==> src/rtl/i2c_bus_monitor.sv <==
// I2C bus monitor: 2-FF sync + counter deglitch on SCL/SDA, edge and START/STOP detect, byte + ACK capture.
// Latency: pad change to edge/START/STOP pulse is 2+FILTER_LEN clk_i; rx_valid/ack_valid one cycle after the scl_rise pulse.
// Backpressure: none; a passive observer that emits single-cycle pulses and cannot stall the bus.
module i2c_bus_monitor #(
  parameter int FILTER_LEN = 3
) (
  input  logic       clk_i,
  input  logic       rst_n,
  input  logic       en,
  input  logic       scl_i,
  input  logic       sda_i,
  output logic       scl_rise,
  output logic       scl_fall,
  output logic       start_det,
  output logic       stop_det,
  output logic       bus_busy,
  output logic [3:0] bit_cnt,
  output logic [7:0] rx_data,
  output logic       rx_valid,
  output logic       rx_ack,
  output logic       ack_valid
);

  localparam logic [3:0] LP_FLT = 4'(FILTER_LEN);

  localparam logic [1:0] S_IDLE = 2'd0;
  localparam logic [1:0] S_DATA = 2'd1;
  localparam logic [1:0] S_ACK  = 2'd2;

  // Index 0 is SCL, index 1 is SDA.
  logic [1:0] r_s1;
  logic [1:0] r_s2;
  logic [1:0] r_flt;
  logic [3:0] r_cnt [2];
  logic [1:0] w_tog;
  logic       w_start;
  logic       w_stop;

  logic       r_scl_rise;
  logic       r_scl_fall;
  logic       r_start_det;
  logic       r_stop_det;
  logic [1:0] r_state;
  logic       r_busy;
  logic [3:0] r_bit_cnt;
  logic [6:0] r_shift;
  logic [7:0] r_rx_data;
  logic       r_rx_valid;
  logic       r_rx_ack;
  logic       r_ack_valid;

  // Two-flop synchronisers; they keep running while disabled so re-enable sees settled values.
  always_ff @(posedge clk_i or negedge rst_n) begin
    if (!rst_n) begin
      r_s1 <= 2'b11;
      r_s2 <= 2'b11;
    end else begin
      r_s1 <= {sda_i, scl_i};
      r_s2 <= r_s1;
    end
  end

  // A filtered line flips in the cycle its counter would reach FILTER_LEN.
  always_comb begin
    w_tog = 2'b00;
    for (int i = 0; i < 2; i++) begin
      w_tog[i] = en && (r_s2[i] != r_flt[i]) && ((r_cnt[i] + 4'd1) == LP_FLT);
    end
  end

  // Deglitch counters: count consecutive disagreeing cycles, clear on agreement.
  always_ff @(posedge clk_i or negedge rst_n) begin
    if (!rst_n) begin
      r_flt <= 2'b11;
      for (int i = 0; i < 2; i++) r_cnt[i] <= 4'd0;
    end else begin
      for (int i = 0; i < 2; i++) begin
        if (!en) begin
          r_flt[i] <= 1'b1;
          r_cnt[i] <= 4'd0;
        end else if (r_s2[i] == r_flt[i]) begin
          r_cnt[i] <= 4'd0;
        end else if (w_tog[i]) begin
          r_flt[i] <= ~r_flt[i];
          r_cnt[i] <= 4'd0;
        end else begin
          r_cnt[i] <= r_cnt[i] + 4'd1;
        end
      end
    end
  end

  // SDA moving while SCL is steady high is a bus condition; a simultaneous SCL change makes it a plain edge.
  assign w_start = w_tog[1] &  r_flt[1] & r_flt[0] & ~w_tog[0];
  assign w_stop  = w_tog[1] & ~r_flt[1] & r_flt[0] & ~w_tog[0];

  // Register the edge and condition pulses alongside the filtered value update.
  always_ff @(posedge clk_i or negedge rst_n) begin
    if (!rst_n) begin
      r_scl_rise  <= 1'b0;
      r_scl_fall  <= 1'b0;
      r_start_det <= 1'b0;
      r_stop_det  <= 1'b0;
    end else begin
      r_scl_rise  <= w_tog[0] & ~r_flt[0];
      r_scl_fall  <= w_tog[0] &  r_flt[0];
      r_start_det <= w_start;
      r_stop_det  <= w_stop;
    end
  end

  // Frame tracker: STOP beats START beats data; partial bytes are dropped on either condition.
  always_ff @(posedge clk_i or negedge rst_n) begin
    if (!rst_n) begin
      r_state     <= S_IDLE;
      r_busy      <= 1'b0;
      r_bit_cnt   <= 4'd0;
      r_shift     <= 7'd0;
      r_rx_data   <= 8'd0;
      r_rx_valid  <= 1'b0;
      r_rx_ack    <= 1'b1;
      r_ack_valid <= 1'b0;
    end else begin
      r_rx_valid  <= 1'b0;
      r_ack_valid <= 1'b0;
      if (!en || r_stop_det) begin
        r_state   <= S_IDLE;
        r_busy    <= 1'b0;
        r_bit_cnt <= 4'd0;
        r_shift   <= 7'd0;
      end else if (r_start_det) begin
        r_state   <= S_DATA;
        r_busy    <= 1'b1;
        r_bit_cnt <= 4'd0;
        r_shift   <= 7'd0;
      end else if (r_scl_rise) begin
        case (r_state)
          S_DATA: begin
            r_shift   <= {r_shift[5:0], r_flt[1]};
            r_bit_cnt <= r_bit_cnt + 4'd1;
            if (r_bit_cnt == 4'd7) begin
              r_rx_data  <= {r_shift, r_flt[1]};
              r_rx_valid <= 1'b1;
              r_state    <= S_ACK;
            end
          end
          S_ACK: begin
            r_rx_ack    <= r_flt[1];
            r_ack_valid <= 1'b1;
            r_bit_cnt   <= 4'd0;
            r_state     <= S_DATA;
          end
          default: begin
            r_state <= S_IDLE;
          end
        endcase
      end
    end
  end

  assign scl_rise  = r_scl_rise;
  assign scl_fall  = r_scl_fall;
  assign start_det = r_start_det;
  assign stop_det  = r_stop_det;
  assign bus_busy  = r_busy;
  assign bit_cnt   = r_bit_cnt;
  assign rx_data   = r_rx_data;
  assign rx_valid  = r_rx_valid;
  assign rx_ack    = r_rx_ack;
  assign ack_valid = r_ack_valid;

endmodule

==> config.mk <==
export PLATFORM = sky130hd
export DESIGN_NAME = i2c_bus_monitor
export DESIGN_NICKNAME = d
export VERILOG_FILES = /design/src/rtl/i2c_bus_monitor.sv
export SDC_FILE = /design/constraint.sdc
export NUM_CORES = 1
export LEC_CHECK = 0
export BUFFER_PORTS_ARGS = -buffer_cell sky130_fd_sc_hd__buf_4
export CAP_MARGIN = 20
export CELL_PAD_IN_SITES_DETAIL_PLACEMENT = 2
export CELL_PAD_IN_SITES_GLOBAL_PLACEMENT = 2
export CORE_ASPECT_RATIO = 1.1
export CORE_MARGIN = 2
export CORE_UTILIZATION = 25
export DETAILED_ROUTE_END_ITERATION = 6
export HOLD_SLACK_MARGIN = 0.12
export PLACE_DENSITY = 0.56
export SYNTH_ARGS = -nofsm -noshare
export SYNTH_HDL_FRONTEND = slang
export SYNTH_SLANG_ARGS = --single-unit
==> constraint.sdc <==
create_clock -name clk_i -period 1.9 [get_ports clk_i]
set_clock_uncertainty 0.1 [all_clocks]
set_input_delay 0.095 -clock clk_i [delete_from_list [all_inputs] [get_ports clk_i]]
set_output_delay 0.095 -clock clk_i [all_outputs]
set_load 0.02 [all_outputs]
# --- Word level (Yosys, flattened, before mapping) ---
# Index checks and enable logic that the tools add are counted.
classes:
  bitwise: 13
  n_eq_ne: 14
  n_reduce_logical: 17
  n_addsub: 3
  mux: 36
ops:
  columns: ["op", "count"]
  rows:
  - ["$mux 4", 9]
  - ["$mux 7", 4]
  - ["$mux 1", 17]
  - ["$add 4x1->4 const B", 3]
  - ["$reduce_and 2->1", 5]
  - ["$and 1x1->1", 8]
  - ["$eq 4x2->1 const B", 2]
  - ["$mux 2", 4]
  - ["$pmux 4 s2", 1]
  - ["$reduce_bool 3->1", 2]
  - ["$not 1->1", 5]
  - ["$reduce_and 5->1", 1]
  - ["$eq 4x3->1 const B", 1]
  - ["$logic_and 1x1->1", 4]
  - ["$ne 2x1->1 const B", 2]
  - ["$ne 2x2->1 const B", 2]
  - ["$ne 4x4->1 const B", 1]
  - ["$pmux 2 s2", 1]
  - ["$reduce_and 4->1", 1]
  - ["$reduce_bool 4->1", 1]
  - ["$eq 1x1->1", 2]
  - ["$eq 2x1->1 const B", 1]
  - ["$eq 2x2->1 const B", 1]
  - ["$ne 1x1->1", 2]
  - ["3 further kinds", 3]
totals:
  elab_cells: 101
  output_inout_bits: 20
  regBits: 43

# --- Logic depth before layout (Yosys ltp) ---
depth:
  ltp_word: 6
  mapped_depth: 7
  ltp_nobuf: 6

# --- Least setup slack after synthesis ---
# Ideal clock, no wire load.
synth_path:
  kind: "reg2reg"
  start: "register r_state[1]"
  end: "register r_rx_data[0] (netlist: rx_data[0])"
  n_path_buf: 1
  t_required_ns: 1.675
  setup_ns: 0.125
  path_stages_with_launch: 7
  slack_ns: 0.095
  arrival_time_ns: 1.580
  cell_sequence: "dfrtp_1 -> inv_1 -> ha_1 -> buf_4 -> nand2_1 -> nor3_4 -> mux2_2"
synth_via:
  elab_chain_len: 2
synth_rtl:
  columns: ["item", "line", "rtl"]
  rows:
  - ["start, declared", "43", "logic [1:0] r_state;"]
  - ["start signal, assigned", "115", "r_state <= S_IDLE;"]
  - ["start signal, assigned", "127", "r_state <= S_IDLE;"]
  - ["start signal, assigned", "132", "r_state <= S_DATA;"]
  - ["$eq 2x1->1", "137", "case (r_state)"]
  - ["$reduce_and 5->1 (no line)", null, null]
  - ["end signal, assigned", "142", "r_rx_data <= {r_shift, r_flt[1]};"]
  - ["end, declared", "47", "logic [7:0] r_rx_data;"]
# No other way between the ends.
# A chain may end at the register's enable or synchronous reset.

# --- Worst setup path in the final report ---
layout_path:
  start: "register r_cnt[0] (netlist name)"
  end: "register r_flt[1]"
layout_via:
  elab_chain_len: 5
layout_rtl:
  columns: ["item", "line", "rtl"]
  rows:
  - ["start, declared", "34", "logic [3:0] r_cnt [2];"]
  - ["start signal, assigned by index", "87", "r_cnt[i] <= r_cnt[i] + 4'd1;"]
  - ["$add 4x1->4", "67", "w_tog[i] = en && (r_s2[i] != r_flt[i]) && ((r_cnt[i] + 4'd1) == LP_FLT);"]
  - ["$eq 4x2->1", "67", null]
  - ["$logic_and 1x1->1", "67", null]
  - ["$ne 2x1->1 (no line)", null, null]
  - ["$reduce_and 2->1 (no line)", null, null]
  - ["end signal, assigned by index", "84", "r_flt[i] <= ~r_flt[i];"]
  - ["end, declared", "33", "logic [1:0] r_flt;"]
# No other way between the ends.

==> flow_metrics.tcl <==
set metrics [dict create \
    outcome "finished, final reports clean" \
    synthTopCellsByCount "36 x dfrtp_1, 17 x nand2_1, 14 x nor2_1" \
    synthMuxAreaShare_pct 6.97 \
    critPathMaxFanout 6 \
    die_y_microns 95.1 \
    seq_area_frac_synth_pct 57.6 \
    critical_path.endpoint_type "flop" \
    yosysWarnings 0 \
    start_util_pct 25.5 \
    synth_top_family_by_area "simple AND/OR/NAND/NOR gates" \
    worstMarginPinSlew_ns 0.563 \
    gp_congestion 0.705 \
    stdcell_area_sq_um 2390 \
    cp_top_family "flip-flops" \
    via_count 1348 \
    grt-ovfl-total 0 \
    io_buffers 24 \
    viasPerCell 4.68 \
    fin_ws_ns 0.151 \
    antenna_found_initial 0 \
    synth_compound_area_share_pct 6.71 \
    synth_fa_ha_area_share_pct 4.65 \
    netlist_instances 164 \
    clkTransAtPathRegs_ns 0.09 \
    synth_async_sr_flop_share_pct 100 \
    fin_crit_sh_pct 92.1 \
    cts.sinks 43 \
    r2r_cells 6 \
    clockBufferDepth 2 \
    fp-row-count 33 \
    numCtsBuffers 5 \
    cts_root_buf "clkbuf_8" \
    synth.distinct_cells 35 \
    maxSlewViolCount 0 \
    grt_util_all_layers_pct 11.8 \
    avgSynthCellArea_sq_um 11.5 \
    syn_area_sq_um 1880 \
    ant_nets 0 \
    synth_flop_cell "dfrtp_1" \
    die_area_sq_um 8250 \
    yosysMostFrequentCell "dfrtp_1" \
    dpl.hpwl_mm 3.17 \
    hold_ws_ns 0.222 \
    cp_cell_sequence "inv_1 > ha_1 > and3_1 > a31oi_2 > mux2i_1 > nand2_1" \
    synth_edf_count 0 \
    max_freq_mhz 572 \
    htreeDepth 2 \
    synth_top_area_share_pct 47.8 \
    ys_ff_latch 43 \
    synth.area.top_cells "dfrtp_1 48%, dfstp_2 9.8%, mux2_2 5.4%" \
    cp-start-kind "flop" \
    ir_drop_v 0.000317 \
    die_w_microns 86.8 \
    first_pass_iters 3 \
    synthSimpleGateAreaFrac_pct 18.5 \
    cp.required_ns 2.04 \
    slew_headroom_pct 62.4 \
    drc 0 \
    layout-drive-gt1-share_pct 31.3 \
    wl_per_cell_microns 15.1 \
    grt_pass1_vias 1500 \
    cp.depth 6 \
    grt_pass1_wl_mm 7.42 \
    dpl_cell_area_sq_um 2190 \
    nets 212 \
    maxCapViolCount 0 \
    initialDrtViolationCount 27 \
    leakage_nw 1.10 \
    final_core_util_pct 32.3 \
    path_buf_inv 1 \
    critPathSlowestCell "dfrtp_1" \
    clock_latency_ns 0.30 \
    rsz0062_at_grt "no" \
    area.growth.synth_to_final_pct 26.8 \
    cpPeakStageDelay_ns 0.46 \
    synth_area_leader_cell "dfrtp_1" \
    synth-xor-area-share_pct 2.79 \
    synth_fp_nets 176 \
    routed_wl_mm 4.35 \
    p_per_area_nw_per_um2 785 \
    grt_max_degree 44 \
    dp_slack_ns -0.0272 \
    fp.coreArea_sq_um 7390 \
    cts_tree "done" \
    min_period_ns 1.75 \
    arrival_ns 1.89 \
    ios 25 \
    hold_violations 0 \
    setup_violations 0 \
    insertedDiodeCount 0 \
    critPathKind "reg2reg" \
    min_path_type "in2async" \
]
timing repair:
item                                    4_1_cts  5_1_grt
endpoints found under the setup margin        1        6
endpoints found under the hold margin        60        0
hold buffers                                  4        0
pin swaps                                     0        1
gates cloned                                  0        0
buffers inserted                              0        0
resized for setup                             1        4
cells by family after synthesis:
logic type,count (synthesis)
DFF,43
xor gates and xnor gates,6
muxes,12
buffers and inverters,11
AOI/OAI and AO/OA,20
and+or+nand+nor,65
adders and majority gates,7
cells in the final DEF, fill, tap and decap left out, types with 2 or more instances in the layout:
cell / count
dfrtp_1: 35
buf_4: 30
nand2_1: 17
nor2_1: 14
nand3_1: 13
a21oi_1: 12
mux2_2: 9
ha_1: 7
dfstp_2: 7
inv_1: 6
clkbuf_8: 5
xor2_1: 4
dlygate4sd3_1: 4
nand3b_1: 3
mux2i_1: 3
xnor2_1: 2
a21bo_2: 2
and2_1: 2
nor4b_2: 2
nor4_1: 2
nor3_1: 2
nand2b_4: 2
nor3b_1: 2
bufinv_16: 2
worst paths after layout:
kind                               start  slack (ns)    endpoint
worst max-delay path            r_cnt[0]        0.15    r_flt[1]
worst min-delay path               rst_n        0.22  rx_data[7]
worst max register to register  r_cnt[0]        0.15    r_flt[1]
worst min register to register   r_s1[1]        0.26     r_s2[1]
max in group asynchronous          rst_n        1.06    r_cnt[4]
min in group clk_i               r_s1[1]        0.26     r_s2[1]
final cells by class:
class / instances / area, sq um
timing repair buffer: 34 / 265
multi-input combinational: 110 / 773
sequential: 43 / 1090
inverter: 6 / 22.5
tap: 87 / 109
fill: 803 / 5000
clock inverter: 2 / 60.1
clock buffer: 6 / 72.6
flip-flops by register name (all words and copies together), names as in the netlist:
signal	cells
rx_valid	1
r_s1	2
ack_valid	1
bit_cnt	4
rx_data	8
r_flt	2
r_shift	7
r_state	2
start_det	1
r_cnt	8
scl_fall	1
rx_ack	1
stop_det	1
scl_rise	1
bus_busy	1
r_s2	2
per-layer routing:
metal | vias up | global-route usage (%) | wire length (microns)
met3 | 7 | 2.68 | 106
met1 | 687 | 13.1 | 1870
met5 | - | 0 | 0
met2 | 21 | 21.7 | 2340
met4 | 0 | 4.17 | 38
li1 | 633 | - | -
where the power goes:
group / total (mW) / switching [mW] / internal [mW]
clock network: 0.849 / 0.323 / 0.526
registers: 0.945 / 0.0137 / 0.931
logic: 0.0803 / 0.0505 / 0.0298
total: 1.87 / 0.388 / 1.49
per-stage QoR:
| stage | TNS (ns) | power (mW) | instances |
|---|---|---|---|
| 6_report | 0 | 1.87 | 288 |
| 4_1_cts | 0 | 1.91 | 288 |
| 2_1_floorplan | 0 | 0.996 | 164 |
| 5_1_grt | 0 | 1.96 | 288 |
| 3_3_place_gp | 0 | 1.03 | 276 |
| 3_5_place_dp | -0.0272 | 1.04 | 276 |
(Power assumes the default switching activity.)
